`src/rtl/bp_common_pkg.sv`:
```
// Shared definitions for the SAC coherence concentrator: header field
// offsets, the packet FSM state encoding and a small wrap helper.
package bp_common_pkg;

  typedef enum logic [1:0] {
    e_conc_idle = 2'd0,
    e_conc_busy = 2'd1,
    e_conc_drop = 2'd2
  } conc_state_e;

  // Header layout: cord in the LSBs, len directly above it, cid above len.
  function automatic int cord_lsb();
    return 0;
  endfunction

  function automatic int len_lsb(input int cord_width);
    return cord_width;
  endfunction

  function automatic int cid_lsb(input int cord_width, input int len_width);
    return cord_width + len_width;
  endfunction

  // Next channel index in round-robin order.
  function automatic int wrap_inc(input int id, input int n);
    return (id + 1 >= n) ? 0 : id + 1;
  endfunction

endpackage

```
`src/rtl/bp_sac_packet_tracker.sv`:
```
// Tracks one wormhole packet: on a header handshake with len>0 it locks the
// header's id and counts body flits down to the end of the packet.
module bp_sac_packet_tracker
  import bp_common_pkg::*;
#(
  parameter int len_width_p = 4,
  parameter int id_width_p  = 2
) (
  input  logic                   clk_i,
  input  logic                   reset_i,
  input  logic                   hs_i,
  input  logic [len_width_p-1:0] hdr_len_i,
  input  logic [id_width_p-1:0]  hdr_id_i,
  output logic                   busy_o,
  output logic                   last_o,
  output logic [id_width_p-1:0]  lock_o
);

  conc_state_e            state_reg, state_next;
  logic [len_width_p-1:0] cnt_reg, cnt_next;
  logic [id_width_p-1:0]  lock_reg, lock_next;

  // State, remaining-body counter and locked id registers.
  always_ff @(posedge clk_i) begin
    if (reset_i) begin
      state_reg <= e_conc_idle;
      cnt_reg   <= '0;
      lock_reg  <= '0;
    end else begin
      state_reg <= state_next;
      cnt_reg   <= cnt_next;
      lock_reg  <= lock_next;
    end
  end

  // Header with a body opens a packet; the last body flit closes it.
  always_comb begin
    state_next = state_reg;
    cnt_next   = cnt_reg;
    lock_next  = lock_reg;
    case (state_reg)
      e_conc_idle: begin
        if (hs_i && hdr_len_i != '0) begin
          state_next = e_conc_busy;
          cnt_next   = hdr_len_i;
          lock_next  = hdr_id_i;
        end
      end
      e_conc_busy: begin
        if (hs_i) begin
          cnt_next = cnt_reg - 1'b1;
          if (cnt_reg == len_width_p'(1)) state_next = e_conc_idle;
        end
      end
      default: state_next = e_conc_idle;
    endcase
  end

  assign busy_o = (state_reg == e_conc_busy);
  assign last_o = busy_o && (cnt_reg == len_width_p'(1));
  assign lock_o = lock_reg;

endmodule

```
`src/rtl/bp_sac_coh_concentrator.sv`:
```
// N-channel coherence link concentrator: round-robin merge of tile flit
// streams with packet locking onto one link through a 2-entry buffer, and
// zero-latency steering of return flits to the channel named by header cid.
module bp_sac_coh_concentrator
  import bp_common_pkg::*;
#(
  parameter int num_in_p     = 2,
  parameter int flit_width_p = 64,
  parameter int cord_width_p = 7,
  parameter int len_width_p  = 4,
  parameter int cid_width_p  = 2
) (
  input  logic                             clk_i,
  input  logic                             reset_i,
  input  logic [num_in_p*flit_width_p-1:0] in_data_i,
  input  logic [num_in_p-1:0]              in_v_i,
  output logic [num_in_p-1:0]              in_ready_and_o,
  output logic [flit_width_p-1:0]          out_data_o,
  output logic                             out_v_o,
  input  logic                             out_ready_and_i,
  input  logic [flit_width_p-1:0]          ret_data_i,
  input  logic                             ret_v_i,
  output logic                             ret_ready_and_o,
  output logic [num_in_p*flit_width_p-1:0] ret_data_o,
  output logic [num_in_p-1:0]              ret_v_o,
  input  logic [num_in_p-1:0]              ret_ready_and_i,
  output logic                             err_o
);

  localparam int len_lsb_lp = len_lsb(cord_width_p);
  localparam int cid_lsb_lp = cid_lsb(cord_width_p, len_width_p);

  // ---------------- concentrate direction ----------------
  logic [cid_width_p-1:0]  ptr_reg, ptr_next, grant, sel, conc_lock;
  logic                    grant_v, sel_ok, sel_in_v, enq, deq, full;
  logic                    conc_busy, conc_last;
  logic [flit_width_p-1:0] sel_data;
  logic [len_width_p-1:0]  conc_len;
  logic [flit_width_p-1:0] buf_mem [2];
  logic                    wr_ptr_reg, rd_ptr_reg;
  logic [1:0]              count_reg;

  // Round robin: first valid channel at or after the pointer.
  always_comb begin
    grant_v = 1'b0;
    grant   = ptr_reg;
    for (int k = 0; k < num_in_p; k++) begin
      for (int i = 0; i < num_in_p; i++) begin
        if (!grant_v && in_v_i[i] && (((int'(ptr_reg) + k) % num_in_p) == i)) begin
          grant_v = 1'b1;
          grant   = cid_width_p'(i);
        end
      end
    end
  end

  assign sel    = conc_busy ? conc_lock : grant;
  assign sel_ok = conc_busy || grant_v;
  assign full   = (count_reg == 2'd2);

  // Select the served channel's flit and drive its ready; others stay low.
  always_comb begin
    sel_data       = '0;
    sel_in_v       = 1'b0;
    in_ready_and_o = '0;
    for (int i = 0; i < num_in_p; i++) begin
      if (sel == cid_width_p'(i)) begin
        sel_data          = in_data_i[i*flit_width_p +: flit_width_p];
        sel_in_v          = in_v_i[i];
        in_ready_and_o[i] = !reset_i && sel_ok && !full;
      end
    end
  end

  assign enq      = !reset_i && sel_ok && sel_in_v && !full;
  assign deq      = out_v_o && out_ready_and_i;
  assign conc_len = sel_data[len_lsb_lp +: len_width_p];

  bp_sac_packet_tracker #(
    .len_width_p(len_width_p),
    .id_width_p (cid_width_p)
  ) conc_tracker (
    .clk_i    (clk_i),
    .reset_i  (reset_i),
    .hs_i     (enq),
    .hdr_len_i(conc_len),
    .hdr_id_i (grant),
    .busy_o   (conc_busy),
    .last_o   (conc_last),
    .lock_o   (conc_lock)
  );

  // Pointer moves past a channel once its whole packet has been accepted.
  always_comb begin
    ptr_next = ptr_reg;
    if (enq && !conc_busy && conc_len == '0)
      ptr_next = cid_width_p'(wrap_inc(int'(grant), num_in_p));
    else if (enq && conc_last)
      ptr_next = cid_width_p'(wrap_inc(int'(conc_lock), num_in_p));
  end

  // Round-robin pointer register.
  always_ff @(posedge clk_i) begin
    if (reset_i) ptr_reg <= '0;
    else         ptr_reg <= ptr_next;
  end

  // Two-entry output buffer; simultaneous enq/deq keeps one flit per cycle.
  always_ff @(posedge clk_i) begin
    if (reset_i) begin
      wr_ptr_reg <= 1'b0;
      rd_ptr_reg <= 1'b0;
      count_reg  <= 2'd0;
    end else begin
      if (enq) begin
        buf_mem[wr_ptr_reg] <= sel_data;
        wr_ptr_reg          <= ~wr_ptr_reg;
      end
      if (deq) rd_ptr_reg <= ~rd_ptr_reg;
      count_reg <= count_reg + {1'b0, enq} - {1'b0, deq};
    end
  end

  assign out_v_o    = (count_reg != 2'd0);
  assign out_data_o = buf_mem[rd_ptr_reg];

  // ---------------- deconcentrate direction ----------------
  conc_state_e            dec_state_reg, dec_state_next;
  logic [cid_width_p-1:0] ret_cid, ret_target, ret_lock;
  logic [len_width_p-1:0] ret_len;
  logic                   ret_busy, ret_last, ret_bad, ret_hs, ret_sel_ready, err_reg;

  assign ret_cid    = ret_data_i[cid_lsb_lp +: cid_width_p];
  assign ret_len    = ret_data_i[len_lsb_lp +: len_width_p];
  assign ret_target = ret_busy ? ret_lock : ret_cid;
  // A header naming a nonexistent channel, and its body, are swallowed.
  assign ret_bad    = (dec_state_reg == e_conc_drop) ||
                      (dec_state_reg == e_conc_idle && int'(ret_cid) >= num_in_p);

  // Steer valid to the target channel and take ready from it.
  always_comb begin
    ret_v_o       = '0;
    ret_sel_ready = 1'b0;
    for (int i = 0; i < num_in_p; i++) begin
      if (ret_target == cid_width_p'(i)) begin
        ret_v_o[i]    = !reset_i && ret_v_i && !ret_bad;
        ret_sel_ready = ret_ready_and_i[i];
      end
    end
  end

  assign ret_ready_and_o = !reset_i && (ret_bad || ret_sel_ready);
  assign ret_hs          = ret_v_i && ret_ready_and_o;
  assign ret_data_o      = {num_in_p{ret_data_i}};

  bp_sac_packet_tracker #(
    .len_width_p(len_width_p),
    .id_width_p (cid_width_p)
  ) ret_tracker (
    .clk_i    (clk_i),
    .reset_i  (reset_i),
    .hs_i     (ret_hs),
    .hdr_len_i(ret_len),
    .hdr_id_i (ret_cid),
    .busy_o   (ret_busy),
    .last_o   (ret_last),
    .lock_o   (ret_lock)
  );

  // Deconcentrate state register and sticky bad-cid flag.
  always_ff @(posedge clk_i) begin
    if (reset_i) begin
      dec_state_reg <= e_conc_idle;
      err_reg       <= 1'b0;
    end else begin
      dec_state_reg <= dec_state_next;
      if (ret_hs && dec_state_reg == e_conc_idle && ret_bad) err_reg <= 1'b1;
    end
  end

  // Header opens a routed or dropped packet; the last body flit ends it.
  always_comb begin
    dec_state_next = dec_state_reg;
    case (dec_state_reg)
      e_conc_idle:
        if (ret_hs && ret_len != '0) dec_state_next = ret_bad ? e_conc_drop : e_conc_busy;
      e_conc_busy, e_conc_drop:
        if (ret_hs && ret_last) dec_state_next = e_conc_idle;
      default: dec_state_next = e_conc_idle;
    endcase
  end

  assign err_o = err_reg;

endmodule

```
`config.mk`:
```
export PLATFORM = sky130hd
export DESIGN_NAME = bp_sac_coh_concentrator
export DESIGN_NICKNAME = d
export VERILOG_FILES = /design/src/rtl/bp_common_pkg.sv /design/src/rtl/bp_sac_packet_tracker.sv /design/src/rtl/bp_sac_coh_concentrator.sv
export SDC_FILE = /design/constraint.sdc
export NUM_CORES = 1
export LEC_CHECK = 0
export BUFFER_PORTS_ARGS = -buffer_cell sky130_fd_sc_hd__buf_2
export CELL_PAD_IN_SITES_DETAIL_PLACEMENT = 1
export CELL_PAD_IN_SITES_GLOBAL_PLACEMENT = 1
export CORE_AREA = 2 2 156 158
export DETAILED_ROUTE_END_ITERATION = 8
export DIE_AREA = 0 0 158 160
export PLACE_DENSITY_LB_ADDON = 0.1
export SLEW_MARGIN = 10
export SYNTH_ARGS = -nofsm -noshare
export SYNTH_HDL_FRONTEND = slang
export SYNTH_SLANG_ARGS = --single-unit
```
`constraint.sdc`:
```
create_clock -name clk_i -period 6.35 [get_ports clk_i]
set_input_delay 0.635 -clock clk_i [delete_from_list [all_inputs] [get_ports clk_i]]
set_output_delay 0.635 -clock clk_i [all_outputs]
set_load 0.1 [all_outputs]
```
==> results of run 1 <==
[synth_stat cells, types with 2 or more instances]
cell and count:
nand2_1 135, buf_4 128, edfxtp_1 128, a21oi_1 69, mux2_2 65, nor2_1 26
dfxtp_1 24, inv_1 20, buf_1 14, clkbuf_1 13, ha_1 12, mux2i_1 9
a211oi_1 5, a31oi_1 5, nor2b_1 5, nor3_1 5, buf_6 4, nor4_1 4
o211ai_1 4, and2_1 3, buf_2 3, nand3_1 3, o21ai_1 3, xnor2_1 3
a21o_1 2, a41oi_1 2, and3_1 2, and4_2 2, nand4_1 2, nor3_4 2
nor3b_1 2, o21bai_1 2
[metrics by stage]
stage          setup WS, ns  util, %  instances  cell area, um^2  hold slack (ns)
6_report               2.79     38.5       1160             9180            0.483
5_1_grt                2.50     38.5       1160             9180            0.471
4_1_cts                2.71     38.5       1160             9180            0.460
3_5_place_dp           2.85     36.1       1128             8600            0.469
3_3_place_gp           2.97     36.1       1128             8600            0.482
2_1_floorplan          1.69        -        739             8150            0.454
[metal layers]
metal | GRT usage, % | wire, um | vias to the layer above
li1 | - | - | 2619
met5 | 1.39 | 45 | -
met2 | 26.8 | 10100 | 225
met4 | 4.34 | 325 | 2
met1 | 20.2 | 9060 | 2605
met3 | 5.51 | 1430 | 44
[logic make-up (layout without fill, tap and decap cells)]
group | after synthesis | after routing
and+or+nand+nor | 205 | 205
adders and majority gates | 13 | 13
muxes | 74 | 74
buffers and inverters | 184 | 281
xor gates and xnor gates | 4 | 4
DFF | 152 | 152
AOI/OAI and AO/OA | 107 | 107
[cell type report]
class | count | area [um^2] | share of cell area [%]
sequential | 152 | 4330 | 47.1
multi-input combinational | 403 | 2640 | 28.7
timing repair buffer | 228 | 1150 | 12.5
clock buffer | 17 | 425 | 4.63
tap | 324 | 405 | 4.41
clock inverter | 15 | 156 | 1.70
inverter | 21 | 81.3 | 0.886
[placed cells by master (no fill, tap or decap), types with 3 or more instances in the layout]
cell,synthesis,final
buf_4,128,4
nand3_1,3,3
buf_2,3,224
nor4_1,4,4
xnor2_1,3,3
dfxtp_1,24,23
mux2_2,65,65
inv_6,0,5
nand2_1,135,135
a211oi_1,5,5
nor2_1,26,25
inv_8,0,4
inv_1,20,20
ha_1,12,12
a21oi_1,69,69
nor3_1,5,5
mux2i_1,9,9
clkbuf_16,0,17
a31oi_1,5,5
nor2b_1,5,5
o211ai_1,4,4
edfxtp_1,128,128
[final timing paths]
check	from	end	slack [ns]	cells after the start
worst max-delay path	conc_tracker.state_reg[0]	in_ready_and_o[1]	2.79	5
worst max register to register	conc_tracker.state_reg[0]	buf_mem[0][29]	3.13	6
worst min-delay path	err_o	err_o	0.48	2
worst min register to register	err_o	err_o	0.48	2
[power by group]
part | internal [mW] | switching, mW | total [mW]
clock | 0.556 | 0.433 | 0.990
combinational | 0.366 | 1.45 | 1.82
sequential | 1.25 | 0.111 | 1.36
total | 2.17 | 2.00 | 4.17
[worst reg2reg max path, delay by kind of cell (launching register included)]
kind | cells | cell delay [ns]
simple gates | 2 | 1.05
compound gates | 2 | 0.46
flops | 1 | 0.58
buf+inv | 2 | 0.72
==> flow_summary.toml, run 1 <==
[finish]
drive_above_1_share_pct = 41.5
final_nets = 1035
largest_register_ffs = 128
antenna_cells = 0
area_delta_synth_final_pct = 12.6
fill_cells = 2710

[synthesis]
synth.distinct_cells = 65
netlist.area_leader.share_pct = 47.1
yosys.area.top_type = "edfxtp_1"
synth-seq-cells = 152
ys_seq_area_share_pct = 53.0
synth-async-reset-ratio_pct = 0
syn-mean-instance-area_um2 = 11.0
synth_edf_count = 128
synthXorXnorAreaFrac_pct = 0.430
synthTopCellsByArea = "edfxtp_1 (47%), buf_4 (12%), mux2_2 (9.0%)"
synth_fa_ha_area_share_pct = 1.96
synth_top_flop_cell = "edfxtp_1"
syn_nets = 951
synth_compound_area_share_pct = 7.95
synth.area.mux_share_pct = 10.1
syn_inst = 739
yosysWarnings = 0
synth_top_family_by_area = "buffers and inverters"
synthSimpleGateAreaFrac_pct = 11.6
netlist_area_um2 = 8150

[clock_network]
path_clk_slew_ns = 0.07
clock_latency_ns = 0.42
cts_tree = "done"
clock_path_buffers = 2
cts_hold_buf = 0
cts_buffers = 17
cts-root-buf = "clkbuf_16"
cts_sinks = 152
htreeDepth = 4
post_cts_resized = 0
post_cts_buffers = 0

[sta]
rsz0062_at_grt = "no"
fmax_ghz = 0.281
worstMarginPinSlew_ns = 0.923
maxSlewHeadroom_pct = 38.5
clock_skew_ns = 0.0120
hold_viol = 0
period_minus_slack_ns = 3.56
finalCritPeriodShare_pct = 56.0
maxSlewViolCount = 0
finalSetupTns_ns = 0
finalSetupViolations = 0

[flow_run]
max-cap-violations = 0

[global_route]
grt_pass1_vias = 5760
grt_first_pass_wirelength_um = 31800
grt_overflow = 0
grt_start_max_net_pins = 66
grt.total_usage_pct = 16.2
antenna_found_initial = 0

[die]
die_x_um = 158
start_util_pct = 34.2
rows = 57
die_area_um2 = 25300
ios = 399
core_um2 = 23800
fp.dieH_um = 160

[place]
dp_hpwl_um = 15000
numPortBuffers = 224
place_congestion = 0.787

[setup_path]
endpoint_kind = "primary output"
worstPathCellList = "nand2_1 > o21a_2 > buf_4 > nor4_1 > buf_2"
slowest_delay_ns = 0.87
crit_buf_inv = 2
worstPathArrival_ns = 2.92
path_max_fanout = 65
start_kind = "flip-flop"
path_class = "reg -> out"
cp_top_family = "flip-flops"
worstPathRequired_ns = 5.71
cpMaxStageDelayCell = "dfxtp_1"

[detailed_routing]
via_per_inst = 4.74
drt_iter0_markers = 241
drc_errors = 0
vias = 5495
ant_nets = 0
firstDrtPassIters = 4
wl_um = 21000
post_drt_wl_per_cell_um = 18.1

[pwr]
vdd_drop_max_mv = 0.175
p_leak_nw = 3.63
total_power_mw = 4.17
power-per-cell-area_nw_per_um2 = 454

[run_status]
outcome = "finished clean"

[worst_hold_path]
hold_path.class = "reg -> reg"
Power figures use the tool's default switching activity.
==> inputs of run 2 (changes only) <==
--- a/config.mk
+++ b/config.mk
@@ -8,9 +8,9 @@
 export BUFFER_PORTS_ARGS = -buffer_cell sky130_fd_sc_hd__buf_2
 export CELL_PAD_IN_SITES_DETAIL_PLACEMENT = 1
 export CELL_PAD_IN_SITES_GLOBAL_PLACEMENT = 1
-export CORE_AREA = 2 2 156 158
+export CORE_MARGIN = 1
+export CORE_UTILIZATION = 35
 export DETAILED_ROUTE_END_ITERATION = 8
-export DIE_AREA = 0 0 158 160
 export PLACE_DENSITY_LB_ADDON = 0.1
 export SLEW_MARGIN = 10
 export SYNTH_ARGS = -nofsm -noshare
==> constraint.sdc (replaced) <==
create_clock -name clk_i -period 3.6 [get_ports clk_i]
set_input_delay 0.36 -clock clk_i [delete_from_list [all_inputs] [get_ports clk_i]]
set_output_delay 0.36 -clock clk_i [all_outputs]
set_load 0.1 [all_outputs]
==> flow_summary.toml, run 2 (same netlist as run 1, synthesis figures left out) <==
[sta]
maxSlewViolCount = 0
clock_skew_ns = 0.00811
fmax_ghz = 0.327
finalSetupViolations = 0
rsz0062_at_grt = "no"
hold_viol = 0
worst_slack_ns = 0.544
finalCritPeriodShare_pct = 84.9
maxSlewHeadroom_pct = 34.2
period_minus_slack_ns = 3.06
worstMarginPinSlew_ns = 0.988
whs_ns = 0.206

[detailed_routing]
ant_nets = 0
vias = 5616
drc_errors = 0
via_per_inst = 5.01
wl_um = 21300
drt_iter0_markers = 277
post_drt_wl_per_cell_um = 19.0
firstDrtPassIters = 4

[finish]
final_cell_mix = "buf_2 (224), nand2_1 (135), edfxtp_1 (128)"
final_nets = 1036
drive_above_1_share_pct = 41.3
final_common_cell = "buf_2"
largest_register_ffs = 128
final_cells = 1122
fin_area_um2 = 9130
area_delta_synth_final_pct = 12.0
fill_cells = 2552
antenna_cells = 0

[pwr]
power.share.switching_pct = 48.3
vdd_drop_max_mv = 0.313
p_comb_share_pct = 44.3
total_power_mw = 7.24
power-per-cell-area_nw_per_um2 = 793
switching_power_mw = 3.50
intPower_mw = 3.75
p_leak_nw = 3.61
clock_power_share_pct = 22.6
seqPwrFrac_pct = 33.1

[setup_path]
r2r_slack_ns = 0.80
crit_path_end = "in_ready_and_o[1]"
path_class = "reg -> out"
worstPathRequired_ns = 3.24
path_max_fanout = 27
r2r_cells = 5
r2r_end = "buf_mem[0][32]"
r2r-start = "conc_tracker.state_reg[0]"
start_kind = "flip-flop"
worstPathArrival_ns = 2.70
endpoint_kind = "primary output"
critPathLaunch = "conc_tracker.state_reg[0]"

[global_route]
grt_start_max_net_pins = 65
grt.total_usage_pct = 17.8
antenna_found_initial = 0
grt_overflow = 0
grt_pass1_vias = 5854
grt_first_pass_wirelength_um = 32500

[die]
core_um2 = 22700
rows = 55
fp.dieH_um = 155
die_x_um = 155
start_util_pct = 35.9
ios = 399
die_area_um2 = 23900

[clock_network]
path_clk_slew_ns = 0.06
clock_path_buffers = 2
post_cts_buffers = 0
htreeDepth = 4
clock_latency_ns = 0.41
cts_buffers = 17
post_cts_resized = 0
cts-root-buf = "clkbuf_16"
cts_sinks = 152
cts_hold_buf = 0
cts_tree = "done"

[run_status]
outcome = "finished clean"

[place]
pre_cts_slack_ns = 0.784
place_congestion = 0.811
numPortBuffers = 224
dp_hpwl_um = 15100
place_area_um2 = 8580
place_inst = 1090

[flow_run]
max-cap-violations = 0

[worst_hold_path]
hold_path.class = "in -> reg"
-- run 2: cell count changes in the layout (fill, tap and decap cells not counted), sizes merged --
cell      previous run  this run
clkinv               3         6
clkinvlp             2         4
inv                 30        26
buf                228       229
bufinv               1         0
-- run 2: worst max-delay path, stage by stage (launching register included) --
cell and delay, ns:
dfxtp_1 0.84, nand2_1 0.27, o21a_2 0.38, nor4_1 0.32
buf_2 0.47
-- run 2: cell type report --
type | count | area, um^2 | area share [%]
Inverter | 21 | 81.3 | 0.891
Tap cell | 285 | 357 | 3.91
Multi-Input combinational cell | 403 | 2630 | 28.9
Timing Repair Buffer | 229 | 1180 | 13.0
Clock inverter | 15 | 119 | 1.30
Clock buffer | 17 | 425 | 4.66
Sequential cell | 152 | 4330 | 47.4
-- run 2: power by group through the flow --
stage               combinational [mW]  clock [mW]  sequential [mW]
floorplan                         3.39           0             2.30
CTS                               3.24        1.68             2.41
global placement                  3.21           0             2.43
detailed placement                3.23           0             2.45
finish                            3.21        1.64             2.40
global route                      3.34        1.75             2.44
-- run 2: worst min path at each step --
stage	startpoint	to	slack (ns)	cells past startpoint
6_report	ret_v_i	ret_tracker.state_reg[0]	0.21	2
5_1_grt	ret_v_i	ret_tracker.state_reg[0]	0.20	2
4_1_cts	ret_v_i	ret_tracker.state_reg[0]	0.19	2
3_5_place_dp	err_o	err_o	0.47	2
3_3_place_gp	err_o	err_o	0.47	2
2_1_floorplan	ret_tracker.lock_o[1]	ret_tracker.lock_o[1]	0.45	2
-- run 2: routing by layer --
layer | routed length [um] | global-route usage, %
met5 | 0 | 0
met2 | 9830 | 28.6
met3 | 1610 | 5.58
met4 | 290 | 4.81
met1 | 9610 | 23.1
-- run 2: metrics by stage --
step                      setup TNS, ns  utilization, %
after floorplan                   -1.27               -
after global placement                0            37.8
final                                 0            40.2
after detailed placement              0            37.8
after CTS                             0            40.2
after global routing                  0            40.2
==> inputs of run 3 (changes only) <==
--- a/config.mk
+++ b/config.mk
@@ -9,7 +9,7 @@
 export CELL_PAD_IN_SITES_DETAIL_PLACEMENT = 1
 export CELL_PAD_IN_SITES_GLOBAL_PLACEMENT = 1
 export CORE_MARGIN = 1
-export CORE_UTILIZATION = 35
+export CORE_UTILIZATION = 31
 export DETAILED_ROUTE_END_ITERATION = 8
 export PLACE_DENSITY_LB_ADDON = 0.1
 export SLEW_MARGIN = 10
==> constraint.sdc (replaced) <==
create_clock -name clk_i -period 2.6 [get_ports clk_i]
set_input_delay 0.26 -clock clk_i [delete_from_list [all_inputs] [get_ports clk_i]]
set_output_delay 0.26 -clock clk_i [all_outputs]
set_load 0.1 [all_outputs]
==> flow_summary.toml, run 3 (same netlist as run 1, synthesis figures left out) <==
[die]
fp.dieH_um = 164
die_area_um2 = 27000
die_x_um = 164
ios = 399
rows = 58
core_um2 = 25500
start_util_pct = 32.0

[setup_path]
worstPathCellList = "inv_1 > ha_2 > a21oi_2 > inv_1 > or3_2 > nor2_2 > buf_12"
start_kind = "flip-flop"
r2r_cells = 5
cp_common_cell = "inv_1"
path_depth = 7
critPathLaunch = "dec_state_reg[1]"
slowest_delay_ns = 0.51
worstPathArrival_ns = 2.15
r2r-start = "conc_tracker.state_reg[0]"
worstPathRequired_ns = 2.34
crit_path_end = "ret_v_o[0]"
cpMaxStageDelayCell = "or3_2"
cp_top_family = "simple AND/OR/NAND/NOR gates"
r2r_slack_ns = 0.48
crit_buf_inv = 3
path_max_fanout = 6
r2r_end = "buf_mem[1][44]"
path_class = "reg -> out"
endpoint_kind = "primary output"

[clock_network]
cts_buffers = 17
post_cts_buffers = 0
cts-root-buf = "clkbuf_16"
path_clk_slew_ns = 0.07
clock_latency_ns = 0.43
cts_sinks = 152
htreeDepth = 4
post_cts_resized = 0
cts_hold_buf = 0
cts_tree = "done"
clock_path_buffers = 2

[detailed_routing]
vias = 5624
wl_um = 21700
post_drt_wl_per_cell_um = 18.4
via_per_inst = 4.76
drc_errors = 0
ant_nets = 0
drt_iter0_markers = 244
firstDrtPassIters = 4

[pwr]
p_leak_nw = 3.77
vdd_drop_max_mv = 0.525
power-per-cell-area_nw_per_um2 = 1090

[place]
place_congestion = 0.788
numPortBuffers = 224
place_area_um2 = 8910
dp_hpwl_um = 16000
place_inst = 1148
pre_cts_slack_ns = 0.491

[sta]
period_minus_slack_ns = 2.41
hold_viol = 0
worst_slack_ns = 0.187
fmax_ghz = 0.414
clock_skew_ns = 0.0125
finalSetupViolations = 0
whs_ns = 0.108
finalCritPeriodShare_pct = 92.8
maxSlewViolCount = 0
maxSlewHeadroom_pct = 57.2
rsz0062_at_grt = "no"
worstMarginPinSlew_ns = 0.637

[finish]
final_nets = 1049
fin_area_um2 = 9530
fill_cells = 2851
drive_above_1_share_pct = 43.3
largest_register_ffs = 128
final_cell_mix = "buf_2 (219), nand2_1 (135), edfxtp_1 (128)"
area_delta_synth_final_pct = 16.9
final_common_cell = "buf_2"
final_cells = 1181

[flow_run]
max-cap-violations = 0

[global_route]
grt.total_usage_pct = 15.9
grt_start_max_net_pins = 60
grt_first_pass_wirelength_um = 32800
grt_overflow = 0
antenna_found_initial = 0
grt_pass1_vias = 6052

[worst_hold_path]
hold_path.class = "in -> reg"

[run_status]
outcome = "finished clean"
## run 3: cell count changes in the layout (fill, tap and decap cells not counted), sizes merged
cell,change
bufinv,+2
clkbuf,+1
clkinv,-3
inv,+5
buf,+12
diode,+1
clkinvlp,-4
## run 3: how the worst min path moves through the flow
stage | from | endpoint | slack [ns] | cells after the start
final | ret_v_i | ret_tracker.state_reg[0] | 0.11 | 2
after CTS | ret_v_i | ret_tracker.state_reg[0] | 0.10 | 2
after floorplan | ret_v_i | ret_tracker.state_reg[0] | 0.37 | 1
after global placement | ret_tracker.lock_o[1] | ret_tracker.lock_o[1] | 0.47 | 2
after detailed placement | err_o | err_o | 0.48 | 2
after global routing | ret_v_i | ret_tracker.state_reg[0] | 0.11 | 2
## run 3: layout make-up
type | instances | area [um^2] | share of cell area, %
diodes | 1 | 2.50 | 0.0263
clock buffers | 17 | 425 | 4.46
clock inverters | 15 | 180 | 1.89
inverters | 21 | 81.3 | 0.854
multi-input cells | 403 | 2680 | 28.1
flip-flops and latches | 152 | 4330 | 45.4
well taps | 330 | 413 | 4.33
repair buffers | 242 | 1420 | 14.9
## run 3: metal layers
layer  track usage [%]  vias up  share of wire [%]
met1              19.5     2702                 43
met4              4.34        2                1.8
met3              5.76       32                8.0
li1                  -     2659                  -
met5              1.33        -               0.21
met2              26.1      229                 47
## run 3: worst reg2reg max path: stages (launching register included)
cell and delay, ns:
dfxtp_1 0.41, nor4b_1 0.45, a21o_2 0.45, buf_12 0.24, buf_12 0.21, a21oi_1 0.09
## run 3: where the power goes
part / switching, mW / internal (mW) / total (mW)
Clock: 1.08 / 1.46 / 2.54
Sequential: 0.155 / 3.04 / 3.20
Combinational: 3.68 / 0.991 / 4.67
## run 3: stage by stage
step	power [mW]	utilization (%)	TNS, ns
3_3_place_gp	7.94	35.0	0
2_1_floorplan	7.88	-	-0.838
6_report	10.4	37.4	0
5_1_grt	10.8	37.4	0
3_5_place_dp	7.97	35.0	0
4_1_cts	10.5	37.3	0
